**config.mk**
```make
export PLATFORM = sky130hd
export DESIGN_NAME = fetch_stage
export DESIGN_NICKNAME = d
export VERILOG_FILES = /design/src/rtl/fetch_pkg.sv /design/src/rtl/fetch_stage.sv
export SDC_FILE = /design/constraint.sdc
export NUM_CORES = 1
export LEC_CHECK = 0
export ABC_AREA = 1
export CELL_PAD_IN_SITES_DETAIL_PLACEMENT = 1
export CELL_PAD_IN_SITES_GLOBAL_PLACEMENT = 2
export CORE_MARGIN = 5
export CORE_UTILIZATION = 25
export CTS_BUF_LIST = sky130_fd_sc_hd__clkbuf_16
export DETAILED_ROUTE_END_ITERATION = 10
export PLACE_DENSITY_LB_ADDON = 0.1
export SLEW_MARGIN = 15
export SYNTH_ARGS = -nofsm -noshare
export SYNTH_HDL_FRONTEND = slang
export SYNTH_SLANG_ARGS = --single-unit
```
**constraint.sdc**
```tcl
create_clock -name clk -period 5.9 [get_ports clk]
set_clock_uncertainty 0.1 [all_clocks]
set_input_delay 1.18 -clock clk [delete_from_list [all_inputs] [get_ports clk]]
set_output_delay 1.18 -clock clk [all_outputs]
set_load 0.005 [all_outputs]
```
**src/rtl/fetch_pkg.sv**
```systemverilog
// Shared types and constants for the IF stage.
// Imported by fetch_stage.
package fetch_pkg;

  typedef enum logic [1:0] {
    S_REQ   = 2'd0,
    S_WAIT  = 2'd1,
    S_DRAIN = 2'd2
  } fetch_state_t;

  localparam logic [31:0] INST_NOP = 32'h0000_0013;
  localparam logic [31:0] PC_STEP  = 32'd4;

endpackage

```
**src/rtl/fetch_stage.sv**
```systemverilog
// IF stage: PC, single-outstanding imem fetch, IF/ID register.
// FETCH_PERF_CNT_EN adds fetch/discard performance counters.
module fetch_stage
  import fetch_pkg::*;
#(
  parameter int unsigned     XLEN     = 32,
  parameter logic [XLEN-1:0] RESET_PC = '0
) (
  input  logic            clk,
  input  logic            rst,
  output logic            imem_req_valid,
  input  logic            imem_req_ready,
  output logic [XLEN-1:0] imem_req_addr,
  input  logic            imem_rsp_valid,
  output logic            imem_rsp_ready,
  input  logic [31:0]     imem_rsp_data,
  input  logic            redirect_valid,
  input  logic [XLEN-1:0] redirect_pc,
  output logic            id_valid,
  input  logic            id_ready,
  output logic [31:0]     id_inst,
  output logic [XLEN-1:0] id_pc,
  output logic [XLEN-1:0] id_pc_plus4
`ifdef FETCH_PERF_CNT_EN
  ,
  output logic [31:0]     perf_fetch_cnt,
  output logic [31:0]     perf_discard_cnt
`endif
);

  fetch_state_t    state_q, state_d;
  logic [XLEN-1:0] pc_q, pc_d;
  logic            id_valid_q, id_valid_d;
  logic [31:0]     id_inst_q, id_inst_d;
  logic [XLEN-1:0] id_pc_q, id_pc_d;
  logic [XLEN-1:0] id_pc4_q, id_pc4_d;

  logic            req_hs;
  logic            rsp_hs;
  logic            load;
  logic            discard;
  logic [XLEN-1:0] target;
  logic [XLEN-1:0] pc_inc;

  assign target = {redirect_pc[XLEN-1:2], 2'b00};
  assign pc_inc = pc_q + XLEN'(PC_STEP);

  assign imem_req_valid = ~rst & (state_q == S_REQ);
  assign imem_req_addr  = pc_q;
  assign imem_rsp_ready = ~rst & (
    (state_q == S_DRAIN) |
    ((state_q == S_WAIT) & (~id_valid_q | id_ready)));

  assign req_hs = imem_req_valid & imem_req_ready;
  assign rsp_hs = imem_rsp_valid & imem_rsp_ready;

  assign id_valid    = id_valid_q;
  assign id_inst     = id_inst_q;
  assign id_pc       = id_pc_q;
  assign id_pc_plus4 = id_pc4_q;

  always_comb begin
    state_d    = state_q;
    pc_d       = pc_q;
    id_valid_d = id_valid_q & ~id_ready;
    id_inst_d  = id_inst_q;
    id_pc_d    = id_pc_q;
    id_pc4_d   = id_pc4_q;
    load       = 1'b0;
    discard    = 1'b0;

    unique case (state_q)
      S_REQ: begin
        if (req_hs)
          state_d = redirect_valid ? S_DRAIN : S_WAIT;
      end
      S_WAIT: begin
        if (rsp_hs) begin
          state_d = S_REQ;
          load    = ~redirect_valid;
          discard = redirect_valid;
        end else if (redirect_valid) begin
          state_d = S_DRAIN;
        end
      end
      S_DRAIN: begin
        // Response still owed from a flushed request
        if (imem_rsp_valid) begin
          state_d = S_REQ;
          discard = 1'b1;
        end
      end
      default: state_d = S_REQ;
    endcase

    if (load) begin
      id_valid_d = 1'b1;
      id_inst_d  = imem_rsp_data;
      id_pc_d    = pc_q;
      id_pc4_d   = pc_inc;
      pc_d       = pc_inc;
    end

    if (redirect_valid) begin
      pc_d       = target;
      id_valid_d = 1'b0;
    end
  end

  always_ff @(posedge clk or posedge rst) begin
    if (rst) begin
      state_q    <= S_REQ;
      pc_q       <= RESET_PC;
      id_valid_q <= 1'b0;
      id_inst_q  <= INST_NOP;
      id_pc_q    <= '0;
      id_pc4_q   <= '0;
    end else begin
      state_q    <= state_d;
      pc_q       <= pc_d;
      id_valid_q <= id_valid_d;
      id_inst_q  <= id_inst_d;
      id_pc_q    <= id_pc_d;
      id_pc4_q   <= id_pc4_d;
    end
  end

`ifdef FETCH_PERF_CNT_EN
  logic [31:0] perf_fetch_q;
  logic [31:0] perf_discard_q;

  always_ff @(posedge clk or posedge rst) begin
    if (rst) begin
      perf_fetch_q   <= '0;
      perf_discard_q <= '0;
    end else begin
      if (load)
        perf_fetch_q <= perf_fetch_q + 32'd1;
      if (discard)
        perf_discard_q <= perf_discard_q + 32'd1;
    end
  end

  assign perf_fetch_cnt   = perf_fetch_q;
  assign perf_discard_cnt = perf_discard_q;
`else
  logic unused_discard;
  assign unused_discard = discard;
`endif

  logic unused_rpc;
  assign unused_rpc = ^redirect_pc[1:0];

endmodule
```
# After elaboration in Yosys (flattened, before gate mapping)

Cells that the tools add are included.

$add $sub $neg: 1
Equality and inequality tests: 5
Multiplexer cells: 12
Bitwise logic cells: 12
Reductions and logical operators: 3

Operators by type and width:

| cell                    | number |
|---|---|
| $mux W32                | 2 |
| $add A32 B3 Y32 const B | 1 |
| $mux W2                 | 5 |
| $and A1 B1 Y1           | 6 |
| $pmux W2 S3             | 1 |
| $mux W1                 | 4 |
| $ne A2 B2 Y1 const B    | 2 |
| $not A1 Y1              | 4 |
| $ne A3 B3 Y1 const B    | 1 |
| $reduce_and A3 Y1       | 1 |
| $eq A2 B1 Y1 const B    | 1 |
| $eq A2 B2 Y1 const B    | 1 |
| $logic_not A2 Y1        | 1 |
| $or A1 B1 Y1            | 2 |
| $reduce_bool A2 Y1      | 1 |

Flip-flop bits (word level): 131
Bits of input ports: 70
Output and inout port bits: 131
Logic and storage cells: 39

# Longest topological paths before layout

Gate-level depths: netlist of the first run.

Depth in word-level cells: 10
Gate-level depth with buffers: 10
Mapped depth without buffers: 10

# Least setup slack after synthesis of the first run

OpenSTA, ideal clock, no wires.

Path type: input-to-reg
Start point: input port rst
End point: register id_pc_q[22], in the netlist id_pc[22]
Library setup time: 0.065 ns
Arrival time: 4.876 ns
Data required time: 5.735 ns
Slack: 0.859 ns
Cell stages on the path: 7
Buffers on the path: 2
Cell sequence: inv_1 > nand4_4 > nor2_4 > buf_4 > buf_6 > nand2_1 > nand2_1

Longest elaborated chain between the ends: 5

Ends and longest elaborated chain:

| item                 | RTL line           | RTL |
|---|---|---|
| start, declared      | fetch_stage.sv:10  | `input logic rst,` |
| $not A1 Y1           | fetch_stage.sv:50  | `assign imem_rsp_ready = ~rst & (` |
| $and A1 B1 Y1        | fetch_stage.sv:50  |  |
| $and A1 B1 Y1        | fetch_stage.sv:55  | `assign rsp_hs = imem_rsp_valid & imem_rsp_ready;` |
| $mux W1              | fetch_stage.sv:78  | `if (rsp_hs) begin` |
| $mux W1              | fetch_stage.sv:72  | `unique case (state_q)` |
| end signal, assigned | fetch_stage.sv:123 | `id_pc_q <= id_pc_d;` |
| end, declared        | fetch_stage.sv:35  | `logic [XLEN-1:0] id_pc_q, id_pc_d;` |

No other way between the ends.
A chain may end at the register's enable or synchronous reset.

# Worst setup path after layout of the first run

Start point: input port id_ready
End point: output port imem_rsp_ready

Longest elaborated chain between the ends: 4

Ends and longest elaborated chain:

| item            | RTL line          | RTL |
|---|---|---|
| start, declared | fetch_stage.sv:20 | `input logic id_ready,` |
| $or A1 B1 Y1    | fetch_stage.sv:52 | `((state_q == S_WAIT) & (~id_valid_q \| id_ready)));` |
| $and A1 B1 Y1   | fetch_stage.sv:52 |  |
| $or A1 B1 Y1    | fetch_stage.sv:51 | `(state_q == S_DRAIN) \|` |
| $and A1 B1 Y1   | fetch_stage.sv:50 |  |
| end, declared   | fetch_stage.sv:15 | `output logic imem_rsp_ready,` |

No other way between the ends.

==> impl_metrics.env, run 1 <==
export IMPL_globalplace_congestion=0.7115
export IMPL_dp_cells=1250
export IMPL_tightest_slew_ns=0.9887
export IMPL_hold_buffers=0
export IMPL_slowest_delay_ns=0.53
export IMPL_num_rows=56
export IMPL_cts_tree="done"
export IMPL_slowest_stage="clkdlybuf4s50_1"
export IMPL_io_pins=201
export IMPL_ys_warn_count=0
export IMPL_netlist_area_leader_share=0.5203
export IMPL_drv_slew=0
export IMPL_yosysMostFrequentCell="nand2_1"
export IMPL_numCtsBuffers=17
export IMPL_cts_resized=0
export IMPL_vias_per_cell=4.244
export IMPL_cts_setup_buffers=0
export IMPL_required_ns=4.62
export IMPL_fmax_mhz=260.9
export IMPL_synth_commonest_cells="398 x nand2_1, 122 x dfrtp_1, 47 x nand3_1"
export IMPL_yosysSeqAreaShare=0.5337
export IMPL_io_buffer_count=192
export IMPL_power_leakage_uw=0.004170
export IMPL_root_buffer="clkbuf_16"
export IMPL_start_util=0.2523
export IMPL_endpoint_kind="primary output"
export IMPL_h_tree_depth=4
export IMPL_wl_per_cell_um=16.15
export IMPL_synth_edf_count=0
export IMPL_ys_ff_latch=125
export IMPL_avgSynthCellArea_um2=7.681
export IMPL_slew_headroom=0.3409
export IMPL_cpMostUsedCell="clkdlybuf4s50_1"
export IMPL_setup_viol_count_final=0
export IMPL_rrSetupSlack_ns=3.40
export IMPL_overflow=0
export IMPL_min_to="id_inst[0]"
export IMPL_synth_cell_type_count=29
export IMPL_synth_area_um2=5868
export IMPL_drive_gt1_frac=0.04984
export IMPL_drt_iter0_markers=280
export IMPL_hold_path_class="register to register"
export IMPL_synth_ff_type="dfrtp_1"
export IMPL_layout_nets=1021
export IMPL_grt_max_degree=90
export IMPL_crit_type="input pin to primary output"
export IMPL_numClockSinks=125
export IMPL_worst_path_buf_inv=3
export IMPL_antenna_left=0
export IMPL_synthToLayoutAreaGrowth_pct=47.14
export IMPL_r2r_end="imem_req_addr[21]"
export IMPL_grt_pass1_vias=5701
export IMPL_hold_path_depth=2
export IMPL_ctsLongestPathBuffers=2
export IMPL_antenna_found_initial=0
export IMPL_critical_path_top_delay_family="buffers and inverters"
export IMPL_rsz0062_at_grt="no"
export IMPL_synth_top_area_cell="dfrtp_1"
export IMPL_antenna_cells=0
export IMPL_core_um2=23260
export IMPL_hold_viol_final=0
export IMPL_vias=5441
export IMPL_routed_wirelength_um=20700
export IMPL_worstReg2RegStart="state_q[1]"
export IMPL_die_y_um=163.2
export IMPL_grt_pass1_wl_um=32640
export IMPL_async_flop_share=1.000
export IMPL_r2r_cells=8
export IMPL_min_from="id_inst[0]"
export IMPL_startpoint_type="input pin"
export IMPL_grtUsageTotal=0.1584
export IMPL_fin_setup_tns_ns=0
export IMPL_fp_dieW_um=163.2
export IMPL_post_route_min_period_ns=3.832
export IMPL_fin_cells=1282
export IMPL_drc_errors=0
export IMPL_status="finished clean"
export IMPL_finalCritPeriodShare=0.6496
export IMPL_ir_drop_mv=0.1303
export IMPL_die_area_um2=26640
export IMPL_clkLatencyLatePin_ns=0.42
export IMPL_cts_clk_slew_worst_paths_ns=0.06
export IMPL_crit_chain="clkdlybuf4s50_1 -> inv_1 -> nand2_1 -> nand2_2 -> a21oi_2 -> clkdlybuf4s50_1"
export IMPL_drtPass1Iterations=4
export IMPL_dp_hpwl_um=14620
export IMPL_worstPathMaxFanout=2
export IMPL_maxCapViolCount=0
export IMPL_syn_inst=764
export IMPL_worstPathArrival_ns=2.55
export IMPL_yosys_top_cells_area="dfrtp_1 52%, nand2_1 25%, nand3_1 4.0%"
export IMPL_pwr_density_cell_nw_per_um2=353.9
metrics by stage:
step	area (um^2)	power, uW	worst slack, ns	hold WS (ns)	utilization
final	8635	3056	2.068	0.3606	0.3712
after global routing	8635	3255	1.989	0.3739	0.3712
after CTS	8635	3117	2.053	0.3657	0.3712
after detailed placement	8051	2032	1.867	0.3559	0.3461
after global placement	8051	2022	1.871	0.3527	0.3461
after floorplan	5887	1472	0.8595	0.3509	-
worst max-delay path by stage:
stage                     cells past startpoint  slack (ns)     start                 to
after floorplan                               7        0.86       rst          id_pc[22]
after global placement                        7        1.87       rst  imem_req_addr[21]
after detailed placement                      7        1.87       rst  imem_req_addr[21]
after CTS                                     6        2.05  id_ready     imem_rsp_ready
after global routing                          6        1.99  id_ready     imem_rsp_ready
final                                         6        2.07  id_ready     imem_rsp_ready
placed cells by master, fill, tap and decap left out:
| master | count |
|---|---|
| xor2_1 | 5 |
| nand2_2 | 1 |
| clkinvlp_4 | 3 |
| dfrtp_1 | 122 |
| inv_2 | 2 |
| clkinv_2 | 5 |
| buf_12 | 1 |
| bufinv_16 | 3 |
| nor2_4 | 2 |
| clkinv_4 | 1 |
| inv_1 | 45 |
| o21ai_0 | 20 |
| conb_1 | 6 |
| nand3b_1 | 7 |
| clkbuf_16 | 17 |
| dfstp_2 | 3 |
| or2_2 | 1 |
| nand4_1 | 1 |
| clkdlybuf4s50_1 | 191 |
| and2_1 | 1 |
| o21ai_1 | 20 |
| nand4_4 | 2 |
| buf_4 | 4 |
| nand2_1 | 398 |
| inv_6 | 1 |
| nor2_1 | 42 |
| a21oi_1 | 3 |
| a21oi_2 | 1 |
| xnor2_1 | 4 |
| nand3_1 | 47 |
| o41ai_1 | 1 |
| ha_1 | 1 |
| clkinv_1 | 1 |
| buf_2 | 1 |
sequential cells by signal, indices dropped and copies added, names as in the netlist:
signal and cells:
id_valid 1, imem_req_addr 30, id_inst 32, id_pc_plus4 30, id_pc 30, state_q 2
routing by layer:
layer	vias to the layer above	GRT usage	part of all wire
met3	17	0.03432	0.046
met1	2588	0.2203	0.48
met5	-	0	0
li1	2722	-	-
met2	114	0.2494	0.46
met4	0	0.04499	0.013
final cells by class:
class / instances / area [um^2]
Timing Repair Buffer: 197 / 1967
Clock buffer: 17 / 425.4
Clock inverter: 15 / 157.7
Inverter: 46 / 177.7
Multi-Input combinational cell: 563 / 2376
Fill cell: 2827 / 14630
Sequential cell: 125 / 3132
Tap cell: 319 / 399.1
logic make-up (layout without fill, tap and decap cells):
kind of cell	Yosys count	in the layout	synth area share
DFF	125	125	0.5337
xor gates and xnor gates	9	9	0.01343
and+or+nand+nor	502	502	0.3444
AOI/OAI and AO/OA	45	45	0.03966
adders and majority gates	1	1	0.002132
other	1	6	0.0006390
buffers and inverters	81	275	0.06610
worst register-to-register path, delay by kind of cell (launching register included):
kind | cells | cell delay, ns
buffers and inverters | 1 | 0.32
flip-flops | 1 | 0.41
AND/OR/NAND/NOR | 7 | 1.60
where the power goes:
| group | switching, uW | internal [uW] |
|---|---|---|
| clock network | 406 | 655 |
| logic | 316 | 475 |
| registers | 144 | 1060 |
Power figures use the tool's default switching activity.
==> run 2: changes to the inputs <==
--- a/config.mk
+++ b/config.mk
@@ -9,7 +9,7 @@
 export CELL_PAD_IN_SITES_DETAIL_PLACEMENT = 1
 export CELL_PAD_IN_SITES_GLOBAL_PLACEMENT = 2
 export CORE_MARGIN = 5
-export CORE_UTILIZATION = 25
+export CORE_UTILIZATION = 22
 export CTS_BUF_LIST = sky130_fd_sc_hd__clkbuf_16
 export DETAILED_ROUTE_END_ITERATION = 10
 export PLACE_DENSITY_LB_ADDON = 0.1
==> constraint.sdc (replaced) <==
create_clock -name clk -period 3.4 [get_ports clk]
set_clock_uncertainty 0.1 [all_clocks]
set_input_delay 0.68 -clock clk [delete_from_list [all_inputs] [get_ports clk]]
set_output_delay 0.68 -clock clk [all_outputs]
set_load 0.005 [all_outputs]
==> impl_metrics.env, run 2 (synthesis results as in run 1) <==
export IMPL_status="finished clean"
export IMPL_vias=5471
export IMPL_dp_hpwl_um=15760
export IMPL_drt_iter0_markers=328
export IMPL_io_buffer_count=192
export IMPL_die_y_um=173.3
export IMPL_overflow=0
export IMPL_numCtsBuffers=17
export IMPL_antenna_left=0
export IMPL_drv_slew=0
export IMPL_drc_errors=0
export IMPL_rsz0062_at_grt="no"
export IMPL_globalplace_congestion=0.7177
export IMPL_io_pins=201
export IMPL_n_fill_cell=3161
export IMPL_start_util=0.2246
export IMPL_cts_resized=0
export IMPL_setup_viol_count_final=0
export IMPL_cpMostUsedCell="clkdlybuf4s50_1"
export IMPL_num_rows=59
export IMPL_slew_headroom=0.6098
export IMPL_cts_setup_buffers=0
export IMPL_slowest_delay_ns=0.54
export IMPL_fin_setup_tns_ns=0
export IMPL_finalCritPeriodShare=0.8418
export IMPL_antenna_found_initial=0
export IMPL_required_ns=2.62
export IMPL_h_tree_depth=4
export IMPL_ir_drop_mv=0.2600
export IMPL_vias_per_cell=4.199
export IMPL_worstReg2RegStart="state_q[1]"
export IMPL_die_area_um2=30040
export IMPL_grt_pass1_wl_um=35230
export IMPL_crit_start="id_ready"
export IMPL_ctsLongestPathBuffers=2
export IMPL_synthToLayoutAreaGrowth_pct=49.49
export IMPL_wl_per_cell_um=16.82
export IMPL_antenna_cells=0
export IMPL_final_cell_mix="397 x nand2_1, 191 x clkdlybuf4s50_1, 122 x dfrtp_1"
export IMPL_drtPass1Iterations=4
export IMPL_crit_chain="clkdlybuf4s50_1 -> inv_1 -> nand2_1 -> nand2_2 -> a21oi_2 -> clkdlybuf4s50_1"
export IMPL_hold_viol_final=0
export IMPL_final_common_cell="nand2_1"
export IMPL_routed_wirelength_um=21910
export IMPL_worstPathArrival_ns=2.08
export IMPL_maxCapViolCount=0
export IMPL_power_leakage_uw=0.004221
export IMPL_slowest_stage="clkdlybuf4s50_1"
export IMPL_crit_type="input pin to primary output"
export IMPL_crit_end="imem_rsp_ready"
export IMPL_tightest_slew_ns=0.5853
export IMPL_fp_dieW_um=173.3
export IMPL_cts_tree="done"
export IMPL_r2r_end="id_pc_plus4[2]"
export IMPL_endpoint_kind="primary output"
export IMPL_grt_pass1_vias=5822
export IMPL_r2r_cells=7
export IMPL_startpoint_type="input pin"
export IMPL_core_um2=26130
export IMPL_numClockSinks=125
export IMPL_grt_max_degree=91
export IMPL_pwr_density_cell_nw_per_um2=612.2
export IMPL_worstPathMaxFanout=2
export IMPL_grtUsageTotal=0.1492
export IMPL_post_route_min_period_ns=2.862
export IMPL_rrSetupSlack_ns=1.24
export IMPL_hold_buffers=0
export IMPL_root_buffer="clkbuf_16"
export IMPL_power_uw=5371
export IMPL_clkLatencyLatePin_ns=0.42
export IMPL_layout_nets=1026
export IMPL_largest_reg_flops=32
export IMPL_drive_gt1_frac=0.05579
export IMPL_hold_path_class="register to register"
export IMPL_fmax_mhz=349.4
export IMPL_cts_clk_slew_worst_paths_ns=0.06
-- run 2: worst min path at each step --
stage / startpoint / endpoint / slack, ns / depth (start not counted)
finish: id_inst[1] / id_inst[1] / 0.36 / 2
global route: id_pc[22] / id_pc[22] / 0.39 / 2
CTS: id_inst[1] / id_inst[1] / 0.37 / 2
detailed placement: id_inst[1] / id_inst[1] / 0.36 / 2
global placement: id_inst[1] / id_inst[1] / 0.35 / 2
floorplan: id_inst[0] / id_inst[0] / 0.35 / 2
-- run 2: power breakdown --
part	leakage [uW]	internal, uW	switching, uW
clock network	0.000294	1150	736
registers	0.00166	1840	254
logic	0.00226	832	559
-- run 2: cell type report --
type | instances | area, um^2 | area share
sequential | 125 | 3132 | 0.3570
multi-input combinational | 563 | 2379 | 0.2711
timing repair buffer | 202 | 2067 | 0.2356
clock buffer | 17 | 425.4 | 0.04850
tap | 335 | 419.2 | 0.04778
inverter | 46 | 176.4 | 0.02011
clock inverter | 15 | 173.9 | 0.01983
-- run 2: routing by layer --
metal	global-route usage	vias to the layer above	part of all wire
li1	-	2740	-
met1	0.2005	2611	0.47
met2	0.2451	106	0.48
met3	0.03010	14	0.041
met4	0.04090	0	0.010
met5	0	-	0
-- run 2: worst max-delay path: cells and delay by family --
kind / cells / cell delay [ns]
AO/OA/AOI/OAI: 1 / 0.21
buffers and inverters: 3 / 1.04
AND/OR/NAND/NOR: 2 / 0.16
-- run 2: through the flow --
stage	hold WS [ns]	area, um^2	std cells	utilization	worst slack [ns]
after detailed placement	0.3564	8173	1271	0.3127	0.5361
after global routing	0.3892	8772	1303	0.3357	0.4712
final	0.3645	8772	1303	0.3357	0.5378
after floorplan	0.3509	5911	769	-	-0.2729
after CTS	0.3671	8772	1303	0.3357	0.5154
after global placement	0.3523	8173	1271	0.3127	0.5340
